File: src/rtl/adpcm_pkg.sv
// rtl/adpcm_pkg.sv - shared constants, step-size ROM and state type for the IMA-ADPCM decoder
package adpcm_pkg;

  localparam int STEP_IDX_MAX = 88;

  // Index delta per code magnitude (code[2:0]); the sign bit never affects it.
  localparam logic signed [7:0] INDEX_ADJ [0:7] = '{
    -8'sd1, -8'sd1, -8'sd1, -8'sd1, 8'sd2, 8'sd4, 8'sd6, 8'sd8
  };

  typedef enum logic [1:0] {
    ST_FETCH  = 2'd0,
    ST_FIRST  = 2'd1,
    ST_SECOND = 2'd2
  } state_e;

  function automatic logic [15:0] step_table(input logic [6:0] idx);
    logic [15:0] s;
    case (idx)
      7'd0:  s = 16'd7;      7'd1:  s = 16'd8;
      7'd2:  s = 16'd9;      7'd3:  s = 16'd10;
      7'd4:  s = 16'd11;     7'd5:  s = 16'd12;
      7'd6:  s = 16'd13;     7'd7:  s = 16'd14;
      7'd8:  s = 16'd16;     7'd9:  s = 16'd17;
      7'd10: s = 16'd19;     7'd11: s = 16'd21;
      7'd12: s = 16'd23;     7'd13: s = 16'd25;
      7'd14: s = 16'd28;     7'd15: s = 16'd31;
      7'd16: s = 16'd34;     7'd17: s = 16'd37;
      7'd18: s = 16'd41;     7'd19: s = 16'd45;
      7'd20: s = 16'd50;     7'd21: s = 16'd55;
      7'd22: s = 16'd60;     7'd23: s = 16'd66;
      7'd24: s = 16'd73;     7'd25: s = 16'd80;
      7'd26: s = 16'd88;     7'd27: s = 16'd97;
      7'd28: s = 16'd107;    7'd29: s = 16'd118;
      7'd30: s = 16'd130;    7'd31: s = 16'd143;
      7'd32: s = 16'd157;    7'd33: s = 16'd173;
      7'd34: s = 16'd190;    7'd35: s = 16'd209;
      7'd36: s = 16'd230;    7'd37: s = 16'd253;
      7'd38: s = 16'd279;    7'd39: s = 16'd307;
      7'd40: s = 16'd337;    7'd41: s = 16'd371;
      7'd42: s = 16'd408;    7'd43: s = 16'd449;
      7'd44: s = 16'd494;    7'd45: s = 16'd544;
      7'd46: s = 16'd598;    7'd47: s = 16'd658;
      7'd48: s = 16'd724;    7'd49: s = 16'd796;
      7'd50: s = 16'd876;    7'd51: s = 16'd963;
      7'd52: s = 16'd1060;   7'd53: s = 16'd1166;
      7'd54: s = 16'd1282;   7'd55: s = 16'd1411;
      7'd56: s = 16'd1552;   7'd57: s = 16'd1707;
      7'd58: s = 16'd1878;   7'd59: s = 16'd2066;
      7'd60: s = 16'd2272;   7'd61: s = 16'd2499;
      7'd62: s = 16'd2749;   7'd63: s = 16'd3024;
      7'd64: s = 16'd3327;   7'd65: s = 16'd3660;
      7'd66: s = 16'd4026;   7'd67: s = 16'd4428;
      7'd68: s = 16'd4871;   7'd69: s = 16'd5358;
      7'd70: s = 16'd5894;   7'd71: s = 16'd6484;
      7'd72: s = 16'd7132;   7'd73: s = 16'd7845;
      7'd74: s = 16'd8630;   7'd75: s = 16'd9493;
      7'd76: s = 16'd10442;  7'd77: s = 16'd11487;
      7'd78: s = 16'd12635;  7'd79: s = 16'd13899;
      7'd80: s = 16'd15289;  7'd81: s = 16'd16818;
      7'd82: s = 16'd18500;  7'd83: s = 16'd20350;
      7'd84: s = 16'd22385;  7'd85: s = 16'd24623;
      7'd86: s = 16'd27086;  7'd87: s = 16'd29794;
      default: s = 16'd32767;
    endcase
    return s;
  endfunction

endpackage

File: src/rtl/inverse_quantizer.sv
// rtl/inverse_quantizer.sv - combinational IMA-ADPCM reconstruction of one sample from a 4-bit code
module inverse_quantizer (
  input  logic signed [15:0] prev_predicted,
  input  logic [3:0]         code,
  input  logic [15:0]        step_size,
  output logic signed [15:0] predicted
);

  logic [17:0]        diff;
  logic signed [17:0] sum;

  always_comb begin
    diff = {5'd0, step_size[15:3]};
    if (code[2]) diff = diff + {2'd0, step_size};
    if (code[1]) diff = diff + {3'd0, step_size[15:1]};
    if (code[0]) diff = diff + {4'd0, step_size[15:2]};

    // diff never exceeds 2^17, so it is safe to treat as signed here
    if (code[3]) sum = {{2{prev_predicted[15]}}, prev_predicted} - $signed(diff);
    else         sum = {{2{prev_predicted[15]}}, prev_predicted} + $signed(diff);

    if (sum > 18'sd32767)       predicted = 16'sh7fff;
    else if (sum < -18'sd32768) predicted = 16'sh8000;
    else                        predicted = sum[15:0];
  end

endmodule

File: src/rtl/adpcm_decode_sequencer.sv
// rtl/adpcm_decode_sequencer.sv - byte-fed IMA-ADPCM decoder: nibble sequencing, predictor/index state, output register
module adpcm_decode_sequencer
  import adpcm_pkg::*;
#(
  parameter bit LOW_NIBBLE_FIRST = 1'b1
) (
  input  logic        clk,
  input  logic        rst_n,
  input  logic        init_valid,
  input  logic [15:0] init_sample,
  input  logic [6:0]  init_index,
  input  logic        in_valid,
  output logic        in_ready,
  input  logic [7:0]  in_data,
  output logic        out_valid,
  input  logic        out_ready,
  output logic [15:0] out_sample
);

  state_e             state_q, state_d;
  logic signed [15:0] pred_q, pred_d;
  logic [6:0]         index_q, index_d;
  logic [7:0]         byte_q, byte_d;
  logic               out_valid_q, out_valid_d;
  logic [15:0]        out_sample_q, out_sample_d;

  logic               slot_free;
  logic               decode;
  logic [3:0]         code;
  logic [15:0]        step;
  logic signed [15:0] predicted;
  logic signed [7:0]  adj_sum;
  logic [6:0]         next_index;

  inverse_quantizer u_iq (
    .prev_predicted (pred_q),
    .code           (code),
    .step_size      (step),
    .predicted      (predicted)
  );

  always_comb begin
    state_d      = state_q;
    pred_d       = pred_q;
    index_d      = index_q;
    byte_d       = byte_q;
    out_valid_d  = out_valid_q;
    out_sample_d = out_sample_q;
    in_ready     = 1'b0;
    decode       = 1'b0;

    slot_free = !out_valid_q || out_ready;

    if ((state_q == ST_FIRST) == LOW_NIBBLE_FIRST) code = byte_q[3:0];
    else                                           code = byte_q[7:4];

    step    = step_table(index_q);
    adj_sum = $signed({1'b0, index_q}) + INDEX_ADJ[code[2:0]];
    if (adj_sum < 8'sd0)                  next_index = 7'd0;
    else if (adj_sum > 8'(STEP_IDX_MAX))  next_index = 7'(STEP_IDX_MAX);
    else                                  next_index = adj_sum[6:0];

    if (init_valid) begin
      // Header load wins: pending nibbles are abandoned, the output register is left alone
      pred_d  = pred_q;
      pred_d  = $signed(init_sample);
      index_d = (init_index > 7'(STEP_IDX_MAX)) ? 7'(STEP_IDX_MAX) : init_index;
      state_d = ST_FETCH;
    end else begin
      case (state_q)
        ST_FETCH: begin
          in_ready = 1'b1;
          if (in_valid) begin
            byte_d  = in_data;
            state_d = ST_FIRST;
          end
        end
        ST_FIRST: begin
          if (slot_free) begin
            decode  = 1'b1;
            state_d = ST_SECOND;
          end
        end
        ST_SECOND: begin
          if (slot_free) begin
            decode   = 1'b1;
            in_ready = 1'b1;
            if (in_valid) begin
              byte_d  = in_data;
              state_d = ST_FIRST;
            end else begin
              state_d = ST_FETCH;
            end
          end
        end
        default: state_d = ST_FETCH;
      endcase
    end

    if (decode) begin
      pred_d       = predicted;
      index_d      = next_index;
      out_sample_d = predicted;
      out_valid_d  = 1'b1;
    end else if (out_ready) begin
      out_valid_d = 1'b0;
    end
  end

  always_ff @(posedge clk) begin
    if (!rst_n) begin
      state_q      <= ST_FETCH;
      pred_q       <= '0;
      index_q      <= '0;
      byte_q       <= '0;
      out_valid_q  <= 1'b0;
      out_sample_q <= '0;
    end else begin
      state_q      <= state_d;
      pred_q       <= pred_d;
      index_q      <= index_d;
      byte_q       <= byte_d;
      out_valid_q  <= out_valid_d;
      out_sample_q <= out_sample_d;
    end
  end

  assign out_valid  = out_valid_q;
  assign out_sample = out_sample_q;

endmodule

File: config.mk
export PLATFORM = sky130hd
export DESIGN_NAME = adpcm_decode_sequencer
export DESIGN_NICKNAME = d
export VERILOG_FILES = /design/src/rtl/adpcm_pkg.sv /design/src/rtl/inverse_quantizer.sv /design/src/rtl/adpcm_decode_sequencer.sv
export SDC_FILE = /design/constraint.sdc
export NUM_CORES = 1
export LEC_CHECK = 0
export BUFFER_PORTS_ARGS = -buffer_cell sky130_fd_sc_hd__buf_2
export CAP_MARGIN = 10
export CELL_PAD_IN_SITES_DETAIL_PLACEMENT = 0
export CELL_PAD_IN_SITES_GLOBAL_PLACEMENT = 1
export CORE_MARGIN = 4
export CORE_UTILIZATION = 45
export CTS_BUF_LIST = sky130_fd_sc_hd__clkbuf_4
export CTS_CLUSTER_SIZE = 12
export DETAILED_ROUTE_END_ITERATION = 8
export PLACE_DENSITY_LB_ADDON = 0.1
export SLEW_MARGIN = 20
export SYNTH_ARGS = -nofsm -noshare
export SYNTH_HDL_FRONTEND = slang
export SYNTH_HIERARCHICAL = 1
export SYNTH_SLANG_ARGS = --single-unit
File: constraint.sdc
create_clock -name clk -period 9.31 [get_ports clk]
set_input_delay 1.862 -clock clk [delete_from_list [all_inputs] [get_ports clk]]
set_output_delay 1.862 -clock clk [all_outputs]
set_load 0.1 [all_outputs]
==> results of run 1 <==
-- report_power, final --
group          internal (mW)  switching, mW  total, mW
sequential             0.308         0.0392      0.347
clock                 0.0839          0.119      0.203
combinational          0.475          0.742       1.22
-- cell families after synthesis --
| kind of cell | synth area share (%) |
|---|---|
| compound gates | 34.1 |
| xor+xnor | 6.06 |
| fa+ha+maj | 11.6 |
| buf+inv | 5.65 |
| flops | 14.1 |
| mux | 3.44 |
| other cells | 0.0405 |
| simple gates | 25.0 |
-- synth_stat cells, drive strengths merged, types with 7 or more instances --
library cell,count
a31oi,17
nor3,36
o32ai,7
a221oi,8
nand3,52
nor2b,14
nor2,139
ha,77
dfxtp,65
a21o,33
a211o,12
buf,24
a211oi,23
and2,9
nand2b,15
xor2,24
a21oi,112
nand2,146
o21a,18
mux2i,18
clkbuf,56
or2,7
o31ai,9
o211ai,27
a311oi,22
and3,8
o22ai,10
xnor2,40
o21ai,65
nor4,9
o21bai,8
o221ai,7
or3,16
inv,45
nand4,7
mux2,10
-- path summary, 6_finish.rpt --
path	to	start
max	pred_q[8]	state_q[1]
min	out_sample[10]	out_sample[10]
max reg2reg	pred_q[8]	state_q[1]
min reg2reg	out_sample[10]	out_sample[10]
-- area by class of cell --
class / count / area, um^2 / area share, %
Multi-Input combinational cell: 1116 / 7490 / 75.7
Sequential cell: 65 / 1300 / 13.1
Timing Repair Buffer: 72 / 433 / 4.37
Tap cell: 270 / 338 / 3.41
Inverter: 47 / 181 / 1.83
Clock inverter: 7 / 77.6 / 0.784
Clock buffer: 9 / 67.6 / 0.683
Antenna cell: 1 / 2.50 / 0.0253
-- state kept, by name, indices dropped and copies added (netlist names) --
| signal | flops |
|---|---|
| byte_q | 8 |
| index_q | 7 |
| out_sample | 16 |
| out_valid | 1 |
| pred_q | 16 |
| state_q | 2 |
| step | 15 |
-- metrics by stage --
step | worst slack, ps | util, %
4_1_cts | 205 | 48.4
3_5_place_dp | 253 | 47.7
3_3_place_gp | 546 | 47.7
2_1_floorplan | 1140 | -
6_report | 757 | 48.9
5_1_grt | -10.3 | 48.9
-- per-layer routing --
layer | vias up | part of all wire, % | track usage (%)
li1 | 4878 | - | -
met2 | 355 | 46 | 40.5
met3 | 75 | 5.3 | 3.26
met4 | 0 | 2.6 | 8.11
met1 | 4623 | 47 | 35.8
met5 | - | 0 | 0
-- worst max-delay path: cells and delay by family (launching register included) --
kind	cells	cell delay [ps]
flops	1	360
mux	2	570
compound gates	16	3170
simple gates	10	1770
fa+ha+maj	4	1340
buf+inv	4	490
xor+xnor	4	730
-- repair_timing --
action | in CTS | in global routing
setup buffers | 0 | 4
gates resized for setup | 0 | 7
endpoints found under the setup margin | 0 | 32
==> impl_metrics.yaml, run 1 <==
worst_setup_path:
  slowest_delay_ps: 400
  rrSetupSlack_ps: 760
  cpMostUsedCell: "a21oi_1"
  cp-start-kind: "register"
  slowest_stage: "or3_1"
  crit_type: "register to register"
  crit_fanout: 28
  arrival_ps: 8910
  reg2reg_depth: 40
  endpoint_kind: "register"
  required_ps: 9660
sta:
  hold_viol: 0
  finalSetupViolations: 0
  fin_crit_ps: 8550
  clock_skew_ps: 39.7
  tightestPinTransition_ps: 979
  hold_slack_ps: 462
  fmax_mhz: 117
  slew_headroom_pct: 34.1
  tns_ps: 0
  slew_violations: 0
  period_share_pct: 91.9
clocking:
  clk_pin_slew_ps: 130
  h-tree-depth: 3
  clock_sinks: 65
  cts_made_buffers: 9
  cts_root_buf: "clkbuf_4"
  clock_path_buffers: 2
  cts_tree: "yes"
  hold_buffers: 0
  clk_latency_ps: 460
pwr:
  total_power_mw: 1.77
  worst_ir_drop_vdd_mv: 0.0777
  power_per_cell_area_nw_per_um2: 178
  p_leak_nw: 4.11
place:
  dp.cells: 1566
  io_buffers: 53
  placed_area_um2: 9660
  dp_hpwl_um: 22500
  gp_congestion: 0.910
global_routing:
  grt_max_degree: 49
  antenna_found_initial: 1
  grt_pass1_wl_um: 47500
  grt_pass1_vias: 8914
  globalRouteOverflowTotal: 0
  track_usage_pct: 25.5
die:
  design.die.area_um2: 22900
  die_h_um: 151
  start_util_pct: 45.7
  io_pins: 54
  core_region_area_um2: 20200
  die_w_um: 151
  rows: 52
detailed_routing:
  vias_per_cell: 6.26
  drc: 0
  wl_per_cell_um: 18.8
  drt_first_iter_violations: 736
  drt_wl_total_um: 29900
  drt_pass1_iterations: 5
  vias: 9931
  ant_nets: 0
yosys:
  ys_ff_latch: 65
  synth_edf_count: 0
  syn_inst: 1300
  post_synth.cell_area_avg_um2: 7.12
  seq_area_frac_synth_pct: 14.1
  post_synth_num_cell_types: 102
  synth-async-reset-ratio_pct: 0
  synth_ff_type: "dfxtp_1"
  yosysTopAreaCell: "dfxtp_1"
  synthTopCellsByArea: "dfxtp_1, ha_1, a21oi_1, nand2_1, nor2_1"
  yosysTopAreaCellShare_pct: 14.1
  synthesis.area_um2: 9250
  ys.warnings.count: 6
final_layout:
  drive_gt1_share_pct: 10.6
  area_growth_pct: 6.98
  final_cells: 1587
  fillers: 2096
  nets: 1429
  most-common-layout-cells: "nand2_1, nor2_1, a21oi_1"
  final_common_cell: "nand2_1"
  finalInstanceArea_um2: 9900
status:
  status: "finished clean"
hold_path:
  whs_path_depth: 2
  hp-class: "register to register"
job:
  cap_violations: 0
Power figures use the tool's default switching activity.
==> inputs of run 2 (changes only) <==
- clock period: 9.31 -> 8.7 ns (I/O delays scaled with it)
==> run 2 against run 1 <==
  * Worst hold slack lost 1.1 ps
  * Global-route usage grew 0.33 points
  * Sequential cell count is the same
  * Total power grew 10%
  * Via count grew 1.7%
  * Design area grew 1.6%
  * Critical endpoint is now pred_q[2]
  * Largest cell class unchanged
==> impl_metrics.yaml, run 2 (same netlist as run 1, synthesis figures left out) <==
worst_setup_path:
  reg2reg_from: "step[3]"
  crit_start: "step[3]"
  endpoint_kind: "register"
  rrSetupSlack_ps: 470
  crit_type: "register to register"
  required_ps: 9060
  slowest_stage: "dfxtp_2"
  arrival_ps: 8580
  crit_fanout: 6
  slowest_delay_ps: 420
  path_delay_family: "compound AO/OA/AOI/OAI gates"
  cp.buffers_inverters: 3
  cp-start-kind: "register"
detailed_routing:
  wl_per_cell_um: 19.1
  ant_nets: 0
  vias_per_cell: 6.34
  drc: 0
  drt_pass1_iterations: 6
  drt_first_iter_violations: 894
  vias: 10101
  drt_wl_total_um: 30500
final_layout:
  finalInstanceArea_um2: 10100
  regArea_um2: 1310
  drive_gt1_share_pct: 13.0
  most-common-layout-cells: "nand2_1, nor2_1, a21oi_1"
  nets: 1437
  multi_input_area_um2: 7610
  area_growth_pct: 8.70
  fillers: 2093
  final_common_cell: "nand2_1"
  fin_util_pct: 49.7
die:
  start_util_pct: 45.7
  rows: 52
  die_h_um: 151
  core_region_area_um2: 20200
  io_pins: 54
  die_w_um: 151
  design.die.area_um2: 22900
place:
  io_buffers: 53
  placed_area_um2: 9720
  dp_hpwl_um: 22600
  gp_congestion: 0.949
job:
  cap_violations: 0
global_routing:
  grt_max_degree: 49
  track_usage_pct: 25.9
  antenna_found_initial: 1
  globalRouteOverflowTotal: 0
  grt_pass1_wl_um: 47700
  grt_pass1_vias: 9060
sta:
  slew_headroom_pct: 35.5
  fmax_mhz: 122
  hold_viol: 0
  period_share_pct: 94.6
  finalSetupViolations: 0
  fin_crit_ps: 8230
  clock_skew_ps: 45.1
  tightestPinTransition_ps: 957
  slew_violations: 0
pwr:
  total_power_mw: 1.94
  p_leak_nw: 4.17
  power_per_cell_area_nw_per_um2: 193
  worst_ir_drop_vdd_mv: 0.0873
clocking:
  hold_buffers: 0
  clk_latency_ps: 480
  cts_root_buf: "clkbuf_4"
  cts_tree: "yes"
  h-tree-depth: 3
  cts_made_buffers: 9
  clk_pin_slew_ps: 120
  clock_sinks: 65
  clock_path_buffers: 2
status:
  status: "finished clean"
hold_path:
  hp-class: "register to register"
  hold_start: "out_sample[7]"
run 2: worst paths after layout:
| kind | end | cells after the start |
|---|---|---|
| setup / recovery | pred_q[2] | 40 |
| setup reg to reg | pred_q[2] | 40 |
| hold / removal | out_sample[7] | 2 |
| hold reg to reg | out_sample[7] | 2 |
run 2: routing by layer:
metal | share of wire [%] | up-vias | track usage [%]
met5 | 0 | - | 0
met4 | 3.1 | 0 | 8.57
met3 | 6.2 | 92 | 4.07
met2 | 45 | 389 | 40.9
met1 | 46 | 4717 | 35.8
li1 | - | 4903 | -
run 2: through the flow:
| stage | hold WS [ps] | setup TNS [ps] | setup slack, ps | cells |
|---|---|---|---|---|
| floorplan | 454 | 0 | 527 | 1308 |
| global placement | 439 | 0 | 197 | 1574 |
| detailed placement | 445 | 0 | 34.5 | 1574 |
| CTS | 462 | 0 | 30.6 | 1589 |
| global route | 486 | -119 | -31.2 | 1594 |
| finish | 461 | 0 | 473 | 1594 |
run 2: where the power goes:
part | total, mW | internal [mW] | leakage (nW) | switching (mW)
Sequential | 0.370 | 0.330 | 0.535 | 0.0400
Clock | 0.223 | 0.0874 | 0.0724 | 0.135
Combinational | 1.35 | 0.531 | 3.56 | 0.818
run 2: repair_timing:
action / 4_1_cts / 5_1_grt
setup endpoints to repair: 12 / 32
gates resized for setup: 1 / 38
pin swaps: 0 / 11
cloned: 0 / 1
setup buffers: 0 / 3
run 2: layout make-up:
cell class / count / area share [%]
diodes: 1 / 0.0249
clock inverters: 6 / 0.684
inverters: 47 / 1.82
clock buffers: 9 / 0.672
repair buffers: 80 / 4.77
multi-input cells: 1116 / 75.7
flip-flops and latches: 65 / 13.0
well taps: 270 / 3.36
run 2: tightest hold or removal path, cell delays in order (launching register included):
cell	delay [ps]
dfxtp_1	330
nand2_1	50
a21oi_1	50
==> inputs of run 3 (changes only) <==
- SYNTH_HIERARCHICAL: 1 -> unset
==> run 3 against run 2 <==
  * Critical path depth is 5 lower
  * Largest power group unchanged
  * Total power shrank 22%
  * Combinational power fell by 35%
  * Largest cell class unchanged
==> impl_metrics.yaml, run 3 <==
yosys:
  ys_top_cells_by_count: "nor2_1, nand2_1, o21ai_0"
  synthTopCellsByArea: "dfxtp_1, ha_1, o21ai_0, nor2_1, a21oi_1"
  ys_ff_latch: 65
  syn-num-nets: 1314
  synthesis.area_um2: 8510
  ys.warnings.count: 0
  post_synth.cell_area_avg_um2: 7.15
  yosysTopAreaCellShare_pct: 15.3
  synth_ff_type: "dfxtp_1"
  synth_edf_count: 0
  post_synth_num_cell_types: 82
  synth.most_common_cell: "nor2_1"
  synth-async-reset-ratio_pct: 0
  yosysTopAreaCell: "dfxtp_1"
  seq_area_frac_synth_pct: 15.3
  syn_inst: 1191
clocking:
  hold_buffers: 0
  h-tree-depth: 3
  clock_sinks: 65
  cts_root_buf: "clkbuf_4"
  cts_made_buffers: 9
  cts_tree: "yes"
  clk_latency_ps: 450
  clk_pin_slew_ps: 150
  clock_path_buffers: 2
die:
  core_region_area_um2: 18600
  die_h_um: 146
  start_util_pct: 45.7
  die_w_um: 146
  design.die.area_um2: 21200
  io_pins: 54
  rows: 50
place:
  dp.cells: 1437
  io_buffers: 53
  dp_hpwl_um: 20100
  gp_congestion: 0.889
pwr:
  p_leak_nw: 4.00
  power_per_cell_area_nw_per_um2: 163
  worst_ir_drop_vdd_mv: 0.105
  total_power_mw: 1.52
detailed_routing:
  drt_wl_total_um: 26900
  drt_pass1_iterations: 5
  wl_per_cell_um: 18.4
  drt_first_iter_violations: 737
  drc: 0
  vias_per_cell: 6.21
  ant_nets: 0
  vias: 9044
sta:
  finalSetupViolations: 0
  slew_violations: 0
  clock_skew_ps: 30.6
  fin_crit_ps: 8250
  hold_viol: 0
  slew_headroom_pct: 31.7
  period_share_pct: 94.8
  fmax_mhz: 121
  tightestPinTransition_ps: 1020
worst_setup_path:
  arrival_ps: 8600
  required_ps: 9050
  crit_fanout: 14
  slowest_delay_ps: 590
  cpMostUsedCell: "ha_1"
  crit_type: "register to register"
  slowest_stage: "or4_4"
  cp-start-kind: "register"
  endpoint_kind: "register"
global_routing:
  grt_pass1_vias: 8298
  grt_pass1_wl_um: 43400
  globalRouteOverflowTotal: 0
  track_usage_pct: 24.4
  antenna_found_initial: 1
  grt_max_degree: 44
final_layout:
  final_cells: 1457
  final_common_cell: "nor2_1"
  area_growth_pct: 9.13
  nets: 1340
  fin_util_pct: 49.8
  most-common-layout-cells: "nor2_1, nand2_1, o21ai_0"
  fillers: 1913
  drive_gt1_share_pct: 11.7
job:
  cap_violations: 0
status:
  status: "finished clean"
hold_path:
  hp-class: "register to register"
-- run 3: cell types whose count changed after synthesis, sizes merged, moves of 16 or more --
| cell | previous run | this run |
|---|---|---|
| a21oi | 112 | 84 |
| a311oi | 22 | 6 |
| nand2 | 146 | 107 |
| o21ai | 65 | 115 |
| nor2 | 139 | 119 |
-- run 3: final timing paths --
check / from / slack, ps / end / cells past startpoint
setup / recovery: step[3] / 450 / pred_q[6] / 35
hold / removal: out_sample[12] / 470 / out_sample[12] / 2
setup reg to reg: step[3] / 450 / pred_q[6] / 35
hold reg to reg: out_sample[12] / 470 / out_sample[12] / 2
-- run 3: per-layer routing --
metal | GRT usage [%] | share of wire, % | vias up
li1 | - | - | 4514
met1 | 35.0 | 48 | 4192
met2 | 38.1 | 44 | 301
met3 | 3.21 | 6.0 | 37
met4 | 7.31 | 2.2 | 0
met5 | 0 | 0 | -
-- run 3: final cells by class --
class,count,area (um^2),share of cell area [%]
timing repair buffer,78,453,4.88
inverter,55,206,2.22
multi-input combinational,1008,6840,73.6
sequential,65,1310,14.0
tap,234,293,3.15
clock buffer,10,75.1,0.808
clock inverter,6,115,1.24
antenna,1,2.50,0.0269
-- run 3: cells by family (layout without fill, tap and decap cells) --
logic type,Yosys count,after routing,synth area share [%]
mux,28,28,3.70
other cells,0,1,0
xor+xnor,52,52,5.35
flops,65,65,15.3
simple gates,411,411,22.8
compound gates,430,430,34.1
buf+inv,118,149,5.53
fa+ha+maj,87,87,13.2
-- run 3: power by group --
group / switching, mW / leakage [nW] / internal [mW]
combinational: 0.538 / 3.37 / 0.346
sequential: 0.0276 / 0.534 / 0.320
clock: 0.134 / 0.0972 / 0.150
-- run 3: metrics by stage --
stage | TNS (ps) | instance area [um^2] | hold WS [ps] | worst slack [ps]
detailed placement | -239 | 8980 | 445 | -62.8
global placement | 0 | 8980 | 439 | 36.6
finish | 0 | 9290 | 466 | 449
CTS | 0 | 9180 | 463 | 77.2
floorplan | 0 | 8510 | 460 | 976
global route | -183 | 9290 | 508 | -50.8
-- run 3: critical path, delay by kind of cell (launching register included) --
kind	cells	cell delay, ps
DFF	1	410
buffers and inverters	3	450
AOI/OAI and AO/OA	14	3130
and+or+nand+nor	9	2020
muxes	1	120
adders and majority gates	5	1610
xor gates and xnor gates	3	410
-- run 3: what timing repair did --
item | CTS | global route
pin swaps | 0 | 4
setup buffers | 0 | 3
endpoints found under the setup margin | 12 | 32
resized for setup | 2 | 21
